--- config.mk ---
export PLATFORM = sky130hd
export DESIGN_NAME = inst_fetch_unit
export DESIGN_NICKNAME = d
export VERILOG_FILES = /design/src/rtl/riscv_pkg.sv /design/src/rtl/ifu_out_reg.sv /design/src/rtl/inst_fetch_unit.sv
export SDC_FILE = /design/constraint.sdc
export NUM_CORES = 1
export LEC_CHECK = 0
export CORE_MARGIN = 2
export CORE_UTILIZATION = 50
export CTS_BUF_LIST = sky130_fd_sc_hd__clkbuf_4 sky130_fd_sc_hd__clkbuf_8
export DETAILED_ROUTE_END_ITERATION = 7
export PLACE_DENSITY = 0.85
export SYNTH_ARGS = -nofsm -noshare
export SYNTH_HDL_FRONTEND = slang
export SYNTH_SLANG_ARGS = --single-unit
--- constraint.sdc ---
create_clock -name clk -period 3.7 [get_ports clk]
set_input_delay 0.925 -clock clk [delete_from_list [all_inputs] [get_ports clk]]
set_output_delay 0.925 -clock clk [all_outputs]
set_load 0.02 [all_outputs]
--- src/rtl/riscv_pkg.sv ---
// Shared RV64I front-end definitions: fetch FSM states, reset PC, canonical NOP
// and base opcodes used by fetch, decode and the immediate generator.
// Latency: n/a (declarations only). Backpressure: n/a.
package riscv_pkg;

  localparam logic [63:0] IFU_RESET_PC = 64'h8000_0000;
  localparam logic [31:0] INST_NOP     = 32'h0000_0013;  // addi x0, x0, 0

  typedef enum logic [1:0] {
    IDLE  = 2'd0,
    REQ   = 2'd1,
    WAIT  = 2'd2,
    FAULT = 2'd3
  } ifu_state_e;

  // RV64I base opcodes (inst[6:0])
  localparam logic [6:0] OPC_LOAD     = 7'b000_0011;
  localparam logic [6:0] OPC_OP_IMM   = 7'b001_0011;
  localparam logic [6:0] OPC_AUIPC    = 7'b001_0111;
  localparam logic [6:0] OPC_OP_IMM32 = 7'b001_1011;
  localparam logic [6:0] OPC_STORE    = 7'b010_0011;
  localparam logic [6:0] OPC_OP       = 7'b011_0011;
  localparam logic [6:0] OPC_LUI      = 7'b011_0111;
  localparam logic [6:0] OPC_OP32     = 7'b011_1011;
  localparam logic [6:0] OPC_BRANCH   = 7'b110_0011;
  localparam logic [6:0] OPC_JALR     = 7'b110_0111;
  localparam logic [6:0] OPC_JAL      = 7'b110_1111;
  localparam logic [6:0] OPC_SYSTEM   = 7'b111_0011;

endpackage

--- src/rtl/ifu_out_reg.sv ---
// Fetch output holding register: one instruction word plus its PC towards decode.
// Latency: 1 cycle from load_i to valid_o. Backpressure: contents held while
// valid_o && !ready_i; flush_i drops the entry and beats a same-cycle load.
// Ports: clk, rst (sync, active-high); flush_i, load_i, inst_i, pc_i in;
//        valid_o, inst_o, pc_o out with ready_i as the consumer handshake.
module ifu_out_reg
  import riscv_pkg::*;
#(
  parameter int unsigned DATA_WIDTH = 64
) (
  input  logic                  clk,
  input  logic                  rst,
  input  logic                  flush_i,
  input  logic                  load_i,
  input  logic [31:0]           inst_i,
  input  logic [DATA_WIDTH-1:0] pc_i,
  input  logic                  ready_i,
  output logic                  valid_o,
  output logic [31:0]           inst_o,
  output logic [DATA_WIDTH-1:0] pc_o
);

  logic                  valid_q, valid_d;
  logic [31:0]           inst_q, inst_d;
  logic [DATA_WIDTH-1:0] pc_q, pc_d;

  always_comb begin
    valid_d = valid_q;
    inst_d  = inst_q;
    pc_d    = pc_q;
    if (flush_i) begin
      valid_d = 1'b0;
    end else if (load_i) begin
      // a reload in the consuming cycle keeps valid high
      valid_d = 1'b1;
      inst_d  = inst_i;
      pc_d    = pc_i;
    end else if (valid_q && ready_i) begin
      valid_d = 1'b0;
    end
  end

  always_ff @(posedge clk) begin
    if (rst) begin
      valid_q <= 1'b0;
      inst_q  <= INST_NOP;
      pc_q    <= '0;
    end else begin
      valid_q <= valid_d;
      inst_q  <= inst_d;
      pc_q    <= pc_d;
    end
  end

  assign valid_o = valid_q;
  assign inst_o  = inst_q;
  assign pc_o    = pc_q;

endmodule

--- src/rtl/inst_fetch_unit.sv ---
// RV64I fetch stage: holds the PC, issues one imem request at a time, hands
// word+PC to decode. Latency: response -> inst_valid_o in 1 cycle.
// Backpressure: no request is issued unless the output register is free.
// Ports: clk, rst (sync, active-high); imem_req_{valid_o,ready_i,addr_o};
//        imem_resp_{valid_i,data_i}; redirect_{valid_i,pc_i};
//        inst_{valid_o,ready_i}, inst_o, pc_o; misalign_o.
// Build option: IFU_MISALIGN_TRAP_EN makes a misaligned redirect enter FAULT
// (misalign_o sticky) instead of silently clearing target[1:0].
module inst_fetch_unit
  import riscv_pkg::*;
#(
  parameter int unsigned           DATA_WIDTH = 64,
  parameter logic [DATA_WIDTH-1:0] RESET_PC   = IFU_RESET_PC
) (
  input  logic                  clk,
  input  logic                  rst,
  output logic                  imem_req_valid_o,
  input  logic                  imem_req_ready_i,
  output logic [DATA_WIDTH-1:0] imem_req_addr_o,
  input  logic                  imem_resp_valid_i,
  input  logic [31:0]           imem_resp_data_i,
  input  logic                  redirect_valid_i,
  input  logic [DATA_WIDTH-1:0] redirect_pc_i,
  output logic                  inst_valid_o,
  input  logic                  inst_ready_i,
  output logic [31:0]           inst_o,
  output logic [DATA_WIDTH-1:0] pc_o,
  output logic                  misalign_o
);

  ifu_state_e            state_q, state_d;
  logic [DATA_WIDTH-1:0] pc_q, pc_d;
  logic                  drop_q, drop_d;

  logic                  out_free;
  logic                  req_fire;
  logic                  outstanding;
  logic                  out_load;
  logic                  out_flush;
  logic                  tgt_misaligned;
  logic [DATA_WIDTH-1:0] redirect_tgt;

`ifdef IFU_MISALIGN_TRAP_EN
  logic misalign_q, misalign_d;

  assign redirect_tgt   = redirect_pc_i;
  assign tgt_misaligned = |redirect_pc_i[1:0];
  assign misalign_d     = (state_d == FAULT);
  assign misalign_o     = misalign_q;
`else
  logic unused_tgt_lo;

  assign redirect_tgt   = {redirect_pc_i[DATA_WIDTH-1:2], 2'b00};
  assign tgt_misaligned = 1'b0;
  assign unused_tgt_lo  = ^redirect_pc_i[1:0];
  assign misalign_o     = 1'b0;
`endif

  assign out_free = !inst_valid_o || inst_ready_i;
  assign req_fire = imem_req_valid_o && imem_req_ready_i;

  // A response is still owed by memory if we are waiting without one arriving
  // now, or a request is being accepted this very cycle. FAULT can inherit an
  // abandoned request from a misaligned redirect.
  assign outstanding = ((state_q == WAIT)  && !imem_resp_valid_i) ||
                       ((state_q == FAULT) && drop_q && !imem_resp_valid_i) ||
                       req_fire;

  // State register
  always_ff @(posedge clk) begin
    if (rst) begin
      state_q <= IDLE;
      pc_q    <= RESET_PC;
      drop_q  <= 1'b0;
    end else begin
      state_q <= state_d;
      pc_q    <= pc_d;
      drop_q  <= drop_d;
    end
  end

`ifdef IFU_MISALIGN_TRAP_EN
  always_ff @(posedge clk) begin
    if (rst) begin
      misalign_q <= 1'b0;
    end else begin
      misalign_q <= misalign_d;
    end
  end
`endif

  // Next-state logic
  always_comb begin
    state_d = state_q;
    pc_d    = pc_q;
    drop_d  = drop_q;
    if (redirect_valid_i) begin
      pc_d   = redirect_tgt;
      // the flag is rewritten from scratch: a same-cycle response retires
      // any earlier abandoned request, so only a still-owed one is marked
      drop_d = outstanding;
      if (tgt_misaligned) begin
        state_d = FAULT;
      end else if (outstanding) begin
        state_d = WAIT;
      end else begin
        state_d = REQ;
      end
    end else begin
      unique case (state_q)
        IDLE: state_d = REQ;
        REQ: begin
          if (req_fire) begin
            state_d = WAIT;
          end
        end
        WAIT: begin
          if (imem_resp_valid_i) begin
            state_d = REQ;
            if (drop_q) begin
              drop_d = 1'b0;
            end else begin
              pc_d = pc_q + DATA_WIDTH'(4);
            end
          end
        end
        FAULT: begin
          if (imem_resp_valid_i) begin
            drop_d = 1'b0;
          end
        end
        default: state_d = IDLE;
      endcase
    end
  end

  // Output logic
  always_comb begin
    imem_req_valid_o = (state_q == REQ) && out_free;
    imem_req_addr_o  = pc_q;
    out_flush        = redirect_valid_i;
    // the output register is always free here: requests only issue when free
    out_load         = (state_q == WAIT) && imem_resp_valid_i && !drop_q &&
                       !redirect_valid_i;
  end

  ifu_out_reg #(
    .DATA_WIDTH(DATA_WIDTH)
  ) u_out_reg (
    .clk     (clk),
    .rst     (rst),
    .flush_i (out_flush),
    .load_i  (out_load),
    .inst_i  (imem_resp_data_i),
    .pc_i    (pc_q),
    .ready_i (inst_ready_i),
    .valid_o (inst_valid_o),
    .inst_o  (inst_o),
    .pc_o    (pc_o)
  );

endmodule
==> summary.md <==
| Metric | Value |
|---|---|
| Diode count | `0` |
| Initial cell density of the core | `0.509` |
| Fmax | `308 MHz` |
| Root buffer cell | `clkbuf_8` |
| I/O Buffers | `257` |
| DRT iter0 DRCs | `659` |
| Grt met2 use | `0.460` |
| Post-DRT Antenna Nets | `0` |
| Grt met1 use | `0.357` |
| Vias/cell | `5.64` |
| Cell with the most instances after synthesis | `nand2_1` |
| I/O pins | `265` |
| CTS Sinks | `160` |
| Area of the multi-input gates | `3890 sq um` |
| Final setup vio count | `0` |
| Setup tns final | `0 ns` |
| NumNets Final | `1,275` |
| Tightest Pin Transition | `0.833 ns` |
| Vias in the first global route | `7,295` |
| WHS | `0.454 ns` |
| Critical path class | `input port to output port` |
| Pwr Density | `355 nW/um^2` |
| HPWL after DPL | `15.9 mm` |
| Gpl congestion | `0.896` |
| Clock-pin transition on the worst setup and hold timing paths | `0.08 ns` |
| Pins over their slew limit | `0` |
| Hold buffer count at CTS | `0` |
| WL per Instance | `16.6 microns` |
| Max-cap viol count | `0` |
| Number of antenna violations at the first check in global routing | `1` |
| Yosys top cell by area | `dfxtp_1` |
| GRT Max-Usage Layer | `met2` |
| CTS H-Tree Depth | `4` |
| Total track usage | `0.285` |
| Final wirelength | `22.7 mm` |
| Post-synth EDFFs | `0` |
| Ranking of synthesized cells by area | `dfxtp_1 (43%), nand2_1 (12%), a21oi_1 (7.2%), nor2_1 (3.1%), nand4_1 (2.6%)` |
| WP data arrival | `2.32 ns` |
| Overall power | `0.00372 W` |
| R2r setup slk | `1.12 ns` |
| Minimum clock period after layout | `3.25 ns` |
| Resized cells post-CTS | `0` |
| CTS max path bufs | `2` |
| Mapped Area | `7370 sq um` |
| Peak VDD IR | `0.000223 V` |
| Area growth syn-to-layout | `42.2%` |
| Setup crit end kind | `output port` |
| DR pass1 iterations | `7` |
| Final Hold Viols | `0` |
| Hold crit path type | `register to register` |
| Syn Inst Count | `943` |
| Die Area | `15,700 sq um` |
| Pleak | `3.58 nW` |
| CTS tree | `yes` |
| Dpl ws | `0.345 ns` |
| Via Count | `7,727` |
| Fill count | `1,131` |
| M3 GR Usage | `0.0852` |
| Post-synthesis sequential area ratio | `0.435` |
| Global route overflow | `0` |
| FF+latch count, synth | `160` |
| CTS buffer count | `17` |
| Outcome | `completed` |
| Mean post-synth cell area | `7.82 sq um` |
| Die extent in x | `125 microns` |
| Post-synth top cells | `nand2_1 (240), dfxtp_1 (160), a21oi_1 (106)` |
| Post-synthesis cell type count | `58` |
| Max_slew headroom | `0.444` |
| Setup WS post-layout | `0.453 ns` |
| Synth top area share | `0.435` |
| Post CTS Setup Buffer Count | `0` |
| Main synth FF type | `dfxtp_1` |
| Share of cells above drive strength 1 | `0.0608` |
| Clock Latency Late Sink | `0.46 ns` |
| CP required | `2.77 ns` |
| Unrepaired setup endpoints after global routing | `false` |
| Pin count of the biggest net entering global routing | `80` |
| Core ar. | `14,500 sq um` |
| Yosys Warn Count | `0` |
| Synth async-reset ratio | `0` |
| CP Max Fanout | `2` |
| First-pass GRT wire length | `36.8 mm` |
| DIE HEIGHT | `125 microns` |
| Tcrit/Tclk final | `0.877` |
| Register area | `3200 sq um` |
| CP Launch Type | `input port` |
| Worst Skew | `0.0129 ns` |
| Drc violations | `0` |
| Cell row count | `44` |
==> logic make-up (layout without fill, tap and decap cells) <==
group	after synthesis	after routing	synth area share
flops	160	160	0.435
simple gates	478	478	0.319
compound gates	189	189	0.157
other cells	1	5	0.000509
fa+ha+maj	1	1	0.00170
mux	13	13	0.0177
buf+inv	78	316	0.0431
xor+xnor	23	23	0.0273
==> flip-flops by register name (all words and copies together) (netlist names) <==
name and flops:
u_out_reg.valid_o 1, u_out_reg.inst_o 32, u_out_reg.pc_o 62, state_q 2
imem_req_addr_o 62, drop_q 1
==> metal layers <==
| layer | vias to the layer above | part of all wire | routed length, microns |
|---|---|---|---|
| li1 | 3778 | - | - |
| met4 | 2 | 0.027 | 618 |
| met3 | 51 | 0.085 | 1920 |
| met2 | 339 | 0.47 | 10700 |
| met1 | 3557 | 0.41 | 9380 |
| met5 | - | 0.00044 | 10 |
==> stage by stage <==
| step | instance area, sq um | util | instances |
|---|---|---|---|
| 2_1_floorplan | 7390 | - | 947 |
| 3_3_place_gp | 10100 | 0.695 | 1337 |
| 3_5_place_dp | 10100 | 0.695 | 1337 |
| 4_1_cts | 10500 | 0.724 | 1369 |
| 5_1_grt | 10500 | 0.724 | 1369 |
| 6_report | 10500 | 0.724 | 1369 |
==> critical path, stage by stage <==
cell	delay, ns
clkdlybuf4s50_1	0.45
nor2b_1	0.05
nor3b_1	0.22
clkdlybuf4s50_1	0.67
==> report_power, final <==
part           internal, W  switching, W
sequential         0.00178      0.000101
clock             0.000705      0.000651
combinational     0.000252      0.000233
total              0.00273      0.000985
==> final timing paths <==
kind	from	depth (start not counted)	end
hold reg to reg	u_out_reg.inst_o[6]$_SDFFE_PP0P_	2	u_out_reg.inst_o[6]$_SDFFE_PP0P_
setup reg to reg	imem_req_addr_o[2]$_SDFFE_PP0P_	6	imem_req_addr_o[46]$_SDFFE_PP0P_
hold / removal	u_out_reg.inst_o[6]$_SDFFE_PP0P_	2	u_out_reg.inst_o[6]$_SDFFE_PP0P_
setup / recovery	inst_ready_i	4	imem_req_valid_o
==> cells in the final DEF, fill, tap and decap left out, drive strengths merged, types with 6 or more instances in the layout <==
| master | instances |
|---|---|
| nor2b | 6 |
| clkbuf | 24 |
| nand3 | 33 |
| nand4 | 35 |
| or4 | 7 |
| and4 | 9 |
| o21ai | 19 |
| nor3b | 6 |
| inv | 11 |
| dfxtp | 160 |
| and2 | 6 |
| a311oi | 11 |
| buf | 19 |
| mux2i | 13 |
| a21oi | 106 |
| nor2 | 61 |
| nor4 | 24 |
| nand2 | 240 |
| or3 | 7 |
| a2111oi | 6 |
| nor3 | 17 |
| xor2 | 11 |
| and3 | 10 |
| a211oi | 16 |
| xnor2 | 12 |
| clkdlybuf4s50 | 255 |
==> cell type report <==
type	count	share of cell area
clock buffer	24	0.0303
sequential	160	0.306
timing repair buffer	274	0.258
clock inverter	8	0.00967
multi-input combinational	709	0.371
inverter	10	0.00358
tap	184	0.0220
(Power assumes the default switching activity.)
